File: src/rtl/piso_tx.sv
// Parallel-in serial-out transmitter: a small holding FIFO feeds a shifter that
// emits one bit per enabled clock, tagging the first and last bit of each word.
//
// state   | meaning
// S_IDLE  | line quiet (out=0), waiting for enable with a word queued
// S_SHIFT | a word is on the line, r_cnt indexes the bit currently shown
module piso_tx #(
  parameter int SIZE      = 8,
  parameter int DEPTH     = 2,
  parameter int MSB_FIRST = 1
) (
  input  logic                       i_clk,
  input  logic                       i_reset,
  input  logic [SIZE-1:0]            i_data_in,
  input  logic                       i_data_valid,
  output logic                       o_data_ready,
  input  logic                       i_enable,
  output logic                       o_out,
  output logic                       o_sof,
  output logic                       o_done,
  output logic                       o_busy,
  output logic [$clog2(DEPTH+1)-1:0] o_level
);

  localparam int LW = $clog2(DEPTH + 1);
  localparam int AW = $clog2(DEPTH);
  localparam int CW = $clog2(SIZE);
  localparam logic [CW-1:0] CNT_LAST = CW'(SIZE - 1);
  localparam logic [CW-1:0] CNT_PEN  = CW'(SIZE - 2);
  localparam logic [LW-1:0] LVL_FULL = LW'(DEPTH);

  typedef enum logic {S_IDLE, S_SHIFT} state_t;

  logic [SIZE-1:0] r_mem [DEPTH];
  logic [AW-1:0]   r_wptr, r_rptr;
  logic [LW-1:0]   r_level;
  state_t          r_state;
  logic [SIZE-1:0] r_shreg;
  logic [CW-1:0]   r_cnt;
  logic            r_out, r_sof, r_done;

  logic            w_push, w_pop, w_avail, w_load;
  logic [SIZE-1:0] w_head;
  logic            w_first_bit, w_next_bit;
  logic [SIZE-1:0] w_first_rest, w_next_rest;
  state_t          w_nx_state;
  logic [SIZE-1:0] w_nx_shreg;
  logic [CW-1:0]   w_nx_cnt;
  logic            w_nx_out, w_nx_sof, w_nx_done;

  assign o_data_ready = (r_level != LVL_FULL);
  assign w_push       = i_data_valid & o_data_ready;
  assign w_avail      = (r_level != '0);
  assign w_head       = r_mem[r_rptr];

  // Bits not yet shown stay left- or right-aligned so the next bit is always at one end.
  always_comb begin
    if (MSB_FIRST != 0) begin
      w_first_bit  = w_head[SIZE-1];
      w_first_rest = w_head << 1;
      w_next_bit   = r_shreg[SIZE-1];
      w_next_rest  = r_shreg << 1;
    end else begin
      w_first_bit  = w_head[0];
      w_first_rest = w_head >> 1;
      w_next_bit   = r_shreg[0];
      w_next_rest  = r_shreg >> 1;
    end
  end

  always_comb begin
    w_nx_state = r_state;
    w_nx_shreg = r_shreg;
    w_nx_cnt   = r_cnt;
    w_nx_out   = r_out;
    w_nx_sof   = r_sof;
    w_nx_done  = r_done;
    w_load     = 1'b0;
    case (r_state)
      S_IDLE: begin
        if (i_enable && w_avail) begin
          w_load = 1'b1;
        end else begin
          w_nx_out  = 1'b0;
          w_nx_sof  = 1'b0;
          w_nx_done = 1'b0;
        end
      end
      S_SHIFT: begin
        if (i_enable) begin
          if (r_cnt == CNT_LAST) begin
            if (w_avail) begin
              w_load = 1'b1;
            end else begin
              w_nx_state = S_IDLE;
              w_nx_out   = 1'b0;
              w_nx_sof   = 1'b0;
              w_nx_done  = 1'b0;
            end
          end else begin
            w_nx_out   = w_next_bit;
            w_nx_shreg = w_next_rest;
            w_nx_cnt   = r_cnt + CW'(1);
            w_nx_sof   = 1'b0;
            w_nx_done  = (r_cnt == CNT_PEN);
          end
        end
      end
      default: w_nx_state = S_IDLE;
    endcase
    if (w_load) begin
      w_nx_state = S_SHIFT;
      w_nx_out   = w_first_bit;
      w_nx_shreg = w_first_rest;
      w_nx_cnt   = '0;
      w_nx_sof   = 1'b1;
      w_nx_done  = 1'b0;
    end
  end

  assign w_pop = w_load;

  always_ff @(posedge i_clk) begin
    if (i_reset) begin
      r_state <= S_IDLE;
      r_shreg <= '0;
      r_cnt   <= '0;
      r_out   <= 1'b0;
      r_sof   <= 1'b0;
      r_done  <= 1'b0;
    end else begin
      r_state <= w_nx_state;
      r_shreg <= w_nx_shreg;
      r_cnt   <= w_nx_cnt;
      r_out   <= w_nx_out;
      r_sof   <= w_nx_sof;
      r_done  <= w_nx_done;
    end
  end

  // Storage needs no reset; occupancy is tracked entirely by pointers and level.
  always_ff @(posedge i_clk) begin
    if (w_push) r_mem[r_wptr] <= i_data_in;
  end

  always_ff @(posedge i_clk) begin
    if (i_reset) begin
      r_wptr  <= '0;
      r_rptr  <= '0;
      r_level <= '0;
    end else begin
      if (w_push) r_wptr <= r_wptr + AW'(1);
      if (w_pop)  r_rptr <= r_rptr + AW'(1);
      case ({w_push, w_pop})
        2'b10:   r_level <= r_level + LW'(1);
        2'b01:   r_level <= r_level - LW'(1);
        default: r_level <= r_level;
      endcase
    end
  end

  assign o_out   = r_out;
  assign o_sof   = r_sof;
  assign o_done  = r_done;
  assign o_busy  = (r_state == S_SHIFT);
  assign o_level = r_level;

endmodule

File: config.mk
export PLATFORM = sky130hd
export DESIGN_NAME = piso_tx
export DESIGN_NICKNAME = d
export VERILOG_FILES = /design/src/rtl/piso_tx.sv
export SDC_FILE = /design/constraint.sdc
export NUM_CORES = 1
export LEC_CHECK = 0
export ABC_AREA = 1
export CORE_MARGIN = 2
export CORE_UTILIZATION = 25
export DETAILED_ROUTE_END_ITERATION = 7
export PLACE_DENSITY = 0.56
export SYNTH_ARGS = -nofsm -noshare
export SYNTH_HDL_FRONTEND = slang
export SYNTH_SLANG_ARGS = --single-unit
File: constraint.sdc
create_clock -name i_clk -period 1.6 [get_ports i_clk]
set_input_delay 0.32 -clock i_clk [delete_from_list [all_inputs] [get_ports i_clk]]
set_output_delay 0.32 -clock i_clk [all_outputs]
set_load 0.03 [all_outputs]
**Yosys cells after proc, flatten, opt, wreduce, memory -nomap -nowiden**

Memory sizes are Yosys's and may differ from the RTL's. A register that Yosys moved wholly into a read port is not among the register bits.
Cells that the tools add are included.

- Bits in registers: 18
- Memories kept: 1
- RAM bits: 16
- Bits of input ports: 12
- Output and inout bits: 7

Memories:

| name | depth | width | read ports | clocked after Yosys merged registers in | write ports | line | RTL |
|---|---|---|---|---|---|---|---|
| r_mem | 2 | 8 | 1 | 1 | 1 | 34 | `logic [SIZE-1:0] r_mem [DEPTH];` |

- Reductions and logical operators: 10
- Add/subtract/negate cells: 5
- Eq/ne operators: 12
- Bitwise logic cells: 3
- Mux-type cells: 31

Operators by type and width:

| cell | number |
|---|---|
| $mux W8 | 4 |
| $mux W1 | 22 |
| $reduce_and A3 Y1 | 4 |
| $ne A2 B2 Y1 const B | 4 |
| $pmux W1 S2 | 4 |
| $reduce_bool A2 Y1 | 4 |
| $eq A3 B3 Y1 const B | 2 |
| $ne A3 B3 Y1 const B | 2 |
| $ne A4 B4 Y1 const B | 1 |
| $pmux W2 S2 | 1 |
| $add A3 B1 Y3 const B | 1 |
| $ne A3 B2 Y1 const B | 1 |
| $add A1 B1 Y1 const B | 2 |
| $add A2 B1 Y2 const B | 1 |
| $eq A2 B1 Y1 const B | 1 |
| $eq A2 B2 Y1 const B | 1 |
| $not A1 Y1 | 2 |
| $reduce_or A2 Y1 | 1 |
| $sub A2 B1 Y2 const B | 1 |
| $and A1 B1 Y1 | 1 |
| $logic_and A1 B1 Y1 | 1 |

**Logic depth before layout (Yosys ltp)**

Gate-level depths: netlist (run 1).

- Depth in word-level cells: 7
- Gate-level depth with buffers: 12
- Depth with buffers taken out: 12

**Worst setup path after synthesis (run 1)**

Ideal clock, no wire load.

- Kind: reg-to-reg
- From: register r_level[0], in the netlist o_level[0]
- To: memory r_mem[1][0] (enable)
- Setup slack: -0.286 ns
- Data required time: 1.226 ns
- Data arrival time: 1.512 ns
- Cell stages (with the launch flop): 5
- Path through: dfxtp_1 > inv_1 > nand2_1 > nand2_1 > nor2_1

- Cells in the longest elaborated chain, start to end: 4

RTL lines:

| what | line | RTL |
|---|---|---|
| start: declaration | 36 | `logic [LW-1:0] r_level;` |
| start signal: assignment | 155 | `2'b10: r_level <= r_level + LW'(1);` |
| start signal: assignment | 156 | `2'b01: r_level <= r_level - LW'(1);` |
| start signal: assignment | 157 | `default: r_level <= r_level;` |
| $ne A2 B2 Y1 | 51 | `assign o_data_ready = (r_level != LVL_FULL);` |
| named net o_data_ready | 16 | `output logic o_data_ready,` |
| $and A1 B1 Y1 | 52 | `assign w_push = i_data_valid & o_data_ready;` |
| $mux W1 | 143 | `if (w_push) r_mem[r_wptr] <= i_data_in;` |
| $mux W1 (not written as such) | 143 |  |
| end: declaration | 34 |  |

The timed path passes the listed nets, and every way through them passes these cells.

**Worst setup path after layout (run 1)**

- From: register r_cnt[0]
- To: register r_level[1], in the netlist o_level[1]

- Cells in the longest elaborated chain, start to end: 6

RTL lines:

| what | line | RTL |
|---|---|---|
| start: declaration | 39 | `logic [CW-1:0] r_cnt;` |
| start signal: assignment | 134 | `r_cnt <= w_nx_cnt;` |
| $eq A3 B3 Y1 (*) | 91 | `if (r_cnt == CNT_LAST) begin` |
| $mux W1 (*) | 91 |  |
| $mux W1 (*) | 90 | `if (i_enable) begin` |
| $pmux W1 S2 (*) | 79 | `case (r_state)` |
| named net w_load | 42 | `logic w_push, w_pop, w_avail, w_load;` |
| $eq A2 B1 Y1 / $eq A2 B2 Y1 (equally long branches) | 154 | `case ({w_push, w_pop})` |
| $pmux W2 S2 / $reduce_bool A2 Y1 (equally long branches) | - |  |

The timed path passes the listed nets; every way through them passes the cells marked *.
A chain may end at the register's enable or synchronous reset.

==> results of run 1 <==
==> power by group <==
part | switching (mW) | internal (mW)
logic | 0.499 | 0.396
registers | 0.0727 | 1.08
clock network | 0.329 | 0.464
total | 0.901 | 1.95
==> worst max-delay path: stages (launching register included) <==
cell and delay [ps]:
dfxtp_2 340, ha_4 160, ha_4 150, inv_4 60, nand2_4 50, nand3_4 70
inv_4 40, ha_4 200, inv_2 60, nand2_2 50, nor2_2 120, o21ai_1 60
a21oi_1 120
==> synthesized netlist by cell type <==
master / n / area (um^2)
o21ai_1: 1 / 5.00
nand3_2: 2 / 20.0
inv_1: 20 / 75.1
nand2_2: 2 / 12.5
a31oi_1: 1 / 6.26
ha_1: 4 / 50.1
xor2_1: 1 / 8.76
nor2_1: 10 / 37.5
buf_6: 2 / 22.5
a21oi_1: 14 / 70.1
edfxtp_1: 16 / 480
o21ai_0: 5 / 25.0
nand4_1: 1 / 6.26
nand3_1: 14 / 70.1
nor3_1: 2 / 10.0
buf_2: 1 / 5.00
dfxtp_1: 19 / 380
nand2_1: 50 / 188
nand3b_1: 2 / 15.0
or2_0: 1 / 6.26
buf_4: 1 / 7.51
==> sequential cells by signal (all words and copies together) (netlist names), named ones only <==
register,flops
r_mem,16
r_shreg,7
r_cnt,3
o_level,2
o_busy,1
o_done,1
o_out,1
o_sof,1
r_rptr,1
r_wptr,1
==> path summary, 6_finish.rpt <==
check / end / slack [ps]
hold reg to reg: o_level[0] / 470
setup reg to reg: o_level[1] / 70
hold / removal: o_level[0] / 470
setup / recovery: o_level[1] / 70
==> cell usage in the layout (no fill, tap or decap), drive strengths merged <==
| cell type | n |
|---|---|
| a21oi | 14 |
| a31oi | 1 |
| buf | 26 |
| bufinv | 1 |
| clkbuf | 5 |
| clkdlybuf4s15 | 1 |
| clkdlybuf4s50 | 11 |
| clkinv | 1 |
| dfxtp | 19 |
| dlygate4sd2 | 6 |
| edfxtp | 16 |
| ha | 4 |
| inv | 21 |
| nand2 | 52 |
| nand3 | 16 |
| nand3b | 2 |
| nand4 | 1 |
| nor2 | 10 |
| nor3 | 2 |
| o21ai | 6 |
| or2 | 1 |
| xor2 | 1 |
==> layout make-up <==
type	instances	area [um^2]	share of cell area [%]
clock buffers	5	68.8	3.21
clock inverters	3	42.5	1.99
inverters	20	80.1	3.74
multi-input cells	110	596	27.8
flip-flops and latches	35	868	40.5
well taps	75	93.8	4.38
repair buffers	44	393	18.3
==> metrics by stage <==
step	setup slack (ps)	setup TNS, ps	instance area (um^2)
2_1_floorplan	7.22	0	1570
3_3_place_gp	-128	-2110	2020
3_5_place_dp	-179	-1970	2020
4_1_cts	7.11	0	2140
5_1_grt	-10.2	-10.2	2140
6_report	72.7	0	2140
==> kinds of logic (layout without fill, tap and decap cells) <==
kind of cell	after synthesis	count (layout)
compound gates	21	21
buf+inv	24	72
fa+ha+maj	4	4
flops	35	35
simple gates	84	84
xor+xnor	1	1
==> metal layers <==
| layer | vias up | global-route usage [%] | routed length, um |
|---|---|---|---|
| met4 | 0 | 5.59 | 56 |
| met5 | - | 0 | 0 |
| met1 | 521 | 13.6 | 1520 |
| met2 | 19 | 16.0 | 1280 |
| met3 | 5 | 2.64 | 107 |
| li1 | 645 | - | - |
==> what timing repair did <==
action | 4_1_cts | 5_1_grt
gates resized for setup | 8 | 5
hold endpoints to repair | 0 | 0
endpoints found under the setup margin | 9 | 2
gates cloned | 0 | 0
pin swaps | 1 | 5
setup buffers | 1 | 0
==> results.md, run 1 <==
- FMAX: 655 MHz
- Syn Nets: 185
- Hold Crit Start: o_level[0]
- CP startpoint kind: flip-flop
- Root Driver: clkbuf_8
- Layout fillers: 606
- DRC errors left: 0
- Detailed placement HPWL: 2160 um
- Rows: 28
- Grt ovf: 0
- Worst-margin pin slew: 307 ps
- Number of port buffers: 18
- H-tree level count: 2
- Maximum root-to-sink buffer count: 2
- Number of global-route vias before repair: around 1200
- Required time worst endpoint: 1820 ps
- Max-cap violations: 0
- GRT Total Usage: 10.5%
- Reg2reg start: r_cnt[0]
- Kind of critical path: reg2reg
- Worst-skew pair later-pin latency: 290 ps
- Die area: 6640 um^2
- TritonCTS clock tree: done
- Relative slew margins: 79.6%
- Synth Area in Compound Gates: 7.08%
- Worst-path clk slew: ~80 ps
- First-pass GRT wire length: 5250 um
- Hold-fix buffers at CTS: 0
- Total power: 2.85 mW
- Non-Filler Instances: 292
- Largest family of logic cells by synthesized area: simple AND/OR/NAND/NOR gates
- Worst min path class: reg2reg
- Hold Path Cell Cnt: 1
- Die Span Y: 81.5 um
- # diodes: 0
- Initial Util: 25.7%
- Post-Synth Simple-Gate Area: 24.3%
- Post-synthesis cell type count: 21
- Max-slew violations: 0
- CTS sink count: 35
- Largest net degree at the start of global routing: 13
- Crit-path max FO: 2
- Sequential share of the synthesized area: 57.3%
- Synth Warn #: 0
- Pwr/cell area: 1330 nW/um^2
- Routed Antenna Nets: 0
- Post-Route WL: roughly 3000 um
- Final min period: 1530 ps
- Leakage: 0.930 nW
- Via density: 4.08
- Syn Inst Count: 169
- Avg Inst Size Synth: 8.88 um^2
- Share of cells above drive strength 1: 24.4%
- RSZ-0062 raised after global routing: yes
- Launch point of the worst path: r_cnt[0]
- 1st-iter DRT viols: 62
- FF+latch count, synth: 35
- Fin nets: about 230
- Worst Path Arrival: 1750 ps
- GPL Wtd Cong: 0.756
- Utilization after layout: 36.6%
- Final hold vios: 0
- Worst Setup End Kind: flip-flop
- Mapped Area: about 1500 um^2
- DR WL/cell: 10.2 um
- Clock Skew: around 6.5 ps
- Hold_ws: around 470 ps
- Initial antenna violation count: 0
- Post-Synth Adder-Cell Area: 3.33%
- Via count: 1190
- Ports: 19
- Die W: 81.5 um
- Tcrit/Tclk final: 95.5%
- Status: finished, final reports clean
- Area Growth Syn to Fin: 42.7%
- Post-synthesis mux area share: 0%
- Num CTS Buffers: 5
- Fraction of synthesized cell area in xor and xnor cells: 0.583%
- Core area: 5850 um^2
- Worst VDD drop: 525 uV
- DRT Pass-1 Iters: 4
- R2R depth: 12
- Post-placement cell count: 283
- Final setup fails: 0
Power figures use the tool's default switching activity.
==> run 2, diff against run 1 <==
CORE_MARGIN = not set   (was 2)
==> results.md, run 2 (same netlist as run 1, synthesis figures left out) <==
- Hold_ws: 469 ps (was 472 ps)
- Commonest cells after routing, fill and taps aside: nand2_1, buf_4, inv_1 (unchanged)
- Top reg by flops: r_mem (unchanged)
- Setup WS pre-CTS: -210 ps (was -179 ps)
- Setup ws final: 49.6 ps (was 72.7 ps)
- Final min period: 1550 ps (was 1530 ps)
- Via count: 1182 (was 1190)
- Worst-margin pin slew: 306 ps (was 307 ps)
- Post-Route WL: 2980 um (was 2970 um)
- DRC errors left: 0 (unchanged)
- Die area: 6320 um^2 (was 6640 um^2)
- DRT Pass-1 Iters: 4 (unchanged)
- Max-cap violations: 0 (unchanged)
- Maximum root-to-sink buffer count: 2 (unchanged)
- Hold-fix buffers at CTS: 0 (unchanged)
- 1st-iter DRT viols: 71 (was 62)
- Die W: 79.5 um (was 81.5 um)
- Worst-path clk slew: 80 ps (about the same)
- Core area: 5640 um^2 (was 5850 um^2)
- # diodes: 0 (unchanged)
- Kind of critical path: reg2reg (unchanged)
- GRT Total Usage: 11.5% (was 10.5%)
- Tcrit/Tclk final: 96.9% (was 95.5%)
- Area Growth Syn to Fin: 42.3% (was 42.7%)
- TritonCTS clock tree: done (unchanged)
- Number of global-route vias before repair: 1170 (unchanged)
- CP startpoint kind: flip-flop (unchanged)
- Share of cells above drive strength 1: 24.5% (was 24.4%)
- Initial Util: 26.6% (was 25.7%)
- Top flop regs: r_mem: 16 flops, r_shreg: 7 flops, r_cnt: 3 flops (unchanged)
- Worst Setup End Kind: flip-flop (unchanged)
- H-tree level count: 2 (unchanged)
- Initial antenna violation count: 0 (unchanged)
- Leakage: 0.928 nW (was 0.930 nW)
- Root Driver: clkbuf_8 (unchanged)
- First-pass GRT wire length: 5440 um (was 5250 um)
- Worst Path Arrival: 1730 ps (was 1750 ps)
- Fin nets: 231 (was 232)
- Pwr/cell area: 1340 nW/um^2 (was 1330 nW/um^2)
- Post-placement cell count: 279 (was 283)
- DR WL/cell: 10.4 um (was 10.2 um)
- Non-Filler Instances: 288 (was 292)
- Commonest non-fill, non-tap cell in the layout: nand2_1 (unchanged)
- Worst VDD drop: 583 uV (was 525 uV)
- Rows: 27 (was 28)
- FMAX: 645 MHz (was 655 MHz)
- Max FFs per register: 16 (unchanged)
- Final setup fails: 0 (unchanged)
- Worst min path class: reg2reg (unchanged)
- Detailed placement HPWL: 2220 um (was 2160 um)
- Clock Skew: 6.51 ps (was 6.48 ps)
- Setup_tns: 0 ps (unchanged)
- Num CTS Buffers: 5 (unchanged)
- CTS sink count: 35 (unchanged)
- GPL Wtd Cong: 0.739 (was 0.756)
- Max-slew violations: 0 (unchanged)
- Relative slew margins: 79.7% (was 79.6%)
- Status: finished, final reports clean (unchanged)
- RSZ-0062 raised after global routing: yes (unchanged)
- Worst-skew pair later-pin latency: 280 ps (was 290 ps)
- Final hold vios: 0 (unchanged)
- Number of port buffers: 18 (unchanged)
- Ports: 19 (unchanged)
- Crit-path max FO: 2 (unchanged)
- Largest net degree at the start of global routing: 14 (was 13)
- Via density: 4.10 (was 4.08)
- Grt ovf: 0 (unchanged)
- Required time worst endpoint: 1780 ps (was 1820 ps)
- Routed Antenna Nets: 0 (unchanged)
- Die Span Y: 79.5 um (was 81.5 um)
-- run 2: metrics by stage --
stage	total power, mW	utilization, %	cell area, um^2
global placement	2.08	35.7	2010
global route	3.09	37.9	2140
finish	2.87	37.9	2140
detailed placement	2.09	35.7	2010
floorplan	1.71	-	1570
CTS	2.89	37.7	2130
-- run 2: layout make-up --
type                       count  area [um^2]
clock inverter                 3         47.5
fill                         575         3510
sequential                    35          868
clock buffer                   5         68.8
multi-input combinational    110          596
inverter                      20         80.1
timing repair buffer          43          385
tap                           72         90.1
-- run 2: report_power, final --
group | switching [mW] | internal [mW] | leakage [nW]
Combinational | 0.501 | 0.398 | 0.562
Sequential | 0.0713 | 1.08 | 0.307
Clock | 0.340 | 0.472 | 0.0587
Total | 0.913 | 1.95 | 0.928
-- run 2: critical path, stage by stage (launching register included) --
cell     delay, ps
dfxtp_2        340
ha_4           160
ha_4           150
inv_4           50
nand2_4         50
nand3_4         70
inv_4           40
ha_4           250
inv_2           30
buf_4          120
o21ai_0        130
a21oi_1         50
-- run 2: path summary, 6_finish.rpt --
path / from / endpoint / slack [ps] / cells past startpoint
setup / recovery: r_cnt[1] / o_level[0] / 50 / 11
hold reg to reg: o_level[0] / o_level[0] / 470 / 1
setup reg to reg: r_cnt[1] / o_level[0] / 50 / 11
hold / removal: o_level[0] / o_level[0] / 470 / 1
-- run 2: per-layer routing --
layer  share of wire [%]  global-route usage, %  vias to the layer above
met2                  46                   16.2                       21
met4                   0                   4.91                        0
met1                  50                   16.1                      516
met3                 3.9                   3.09                        0
li1                    -                      -                      645
met5                   0                      0                        -
-- run 2: what timing repair did --
item,4_1_cts,5_1_grt
resized for setup,8,4
pin swaps,3,0
endpoints found under the setup margin,8,3
buffers inserted,1,0
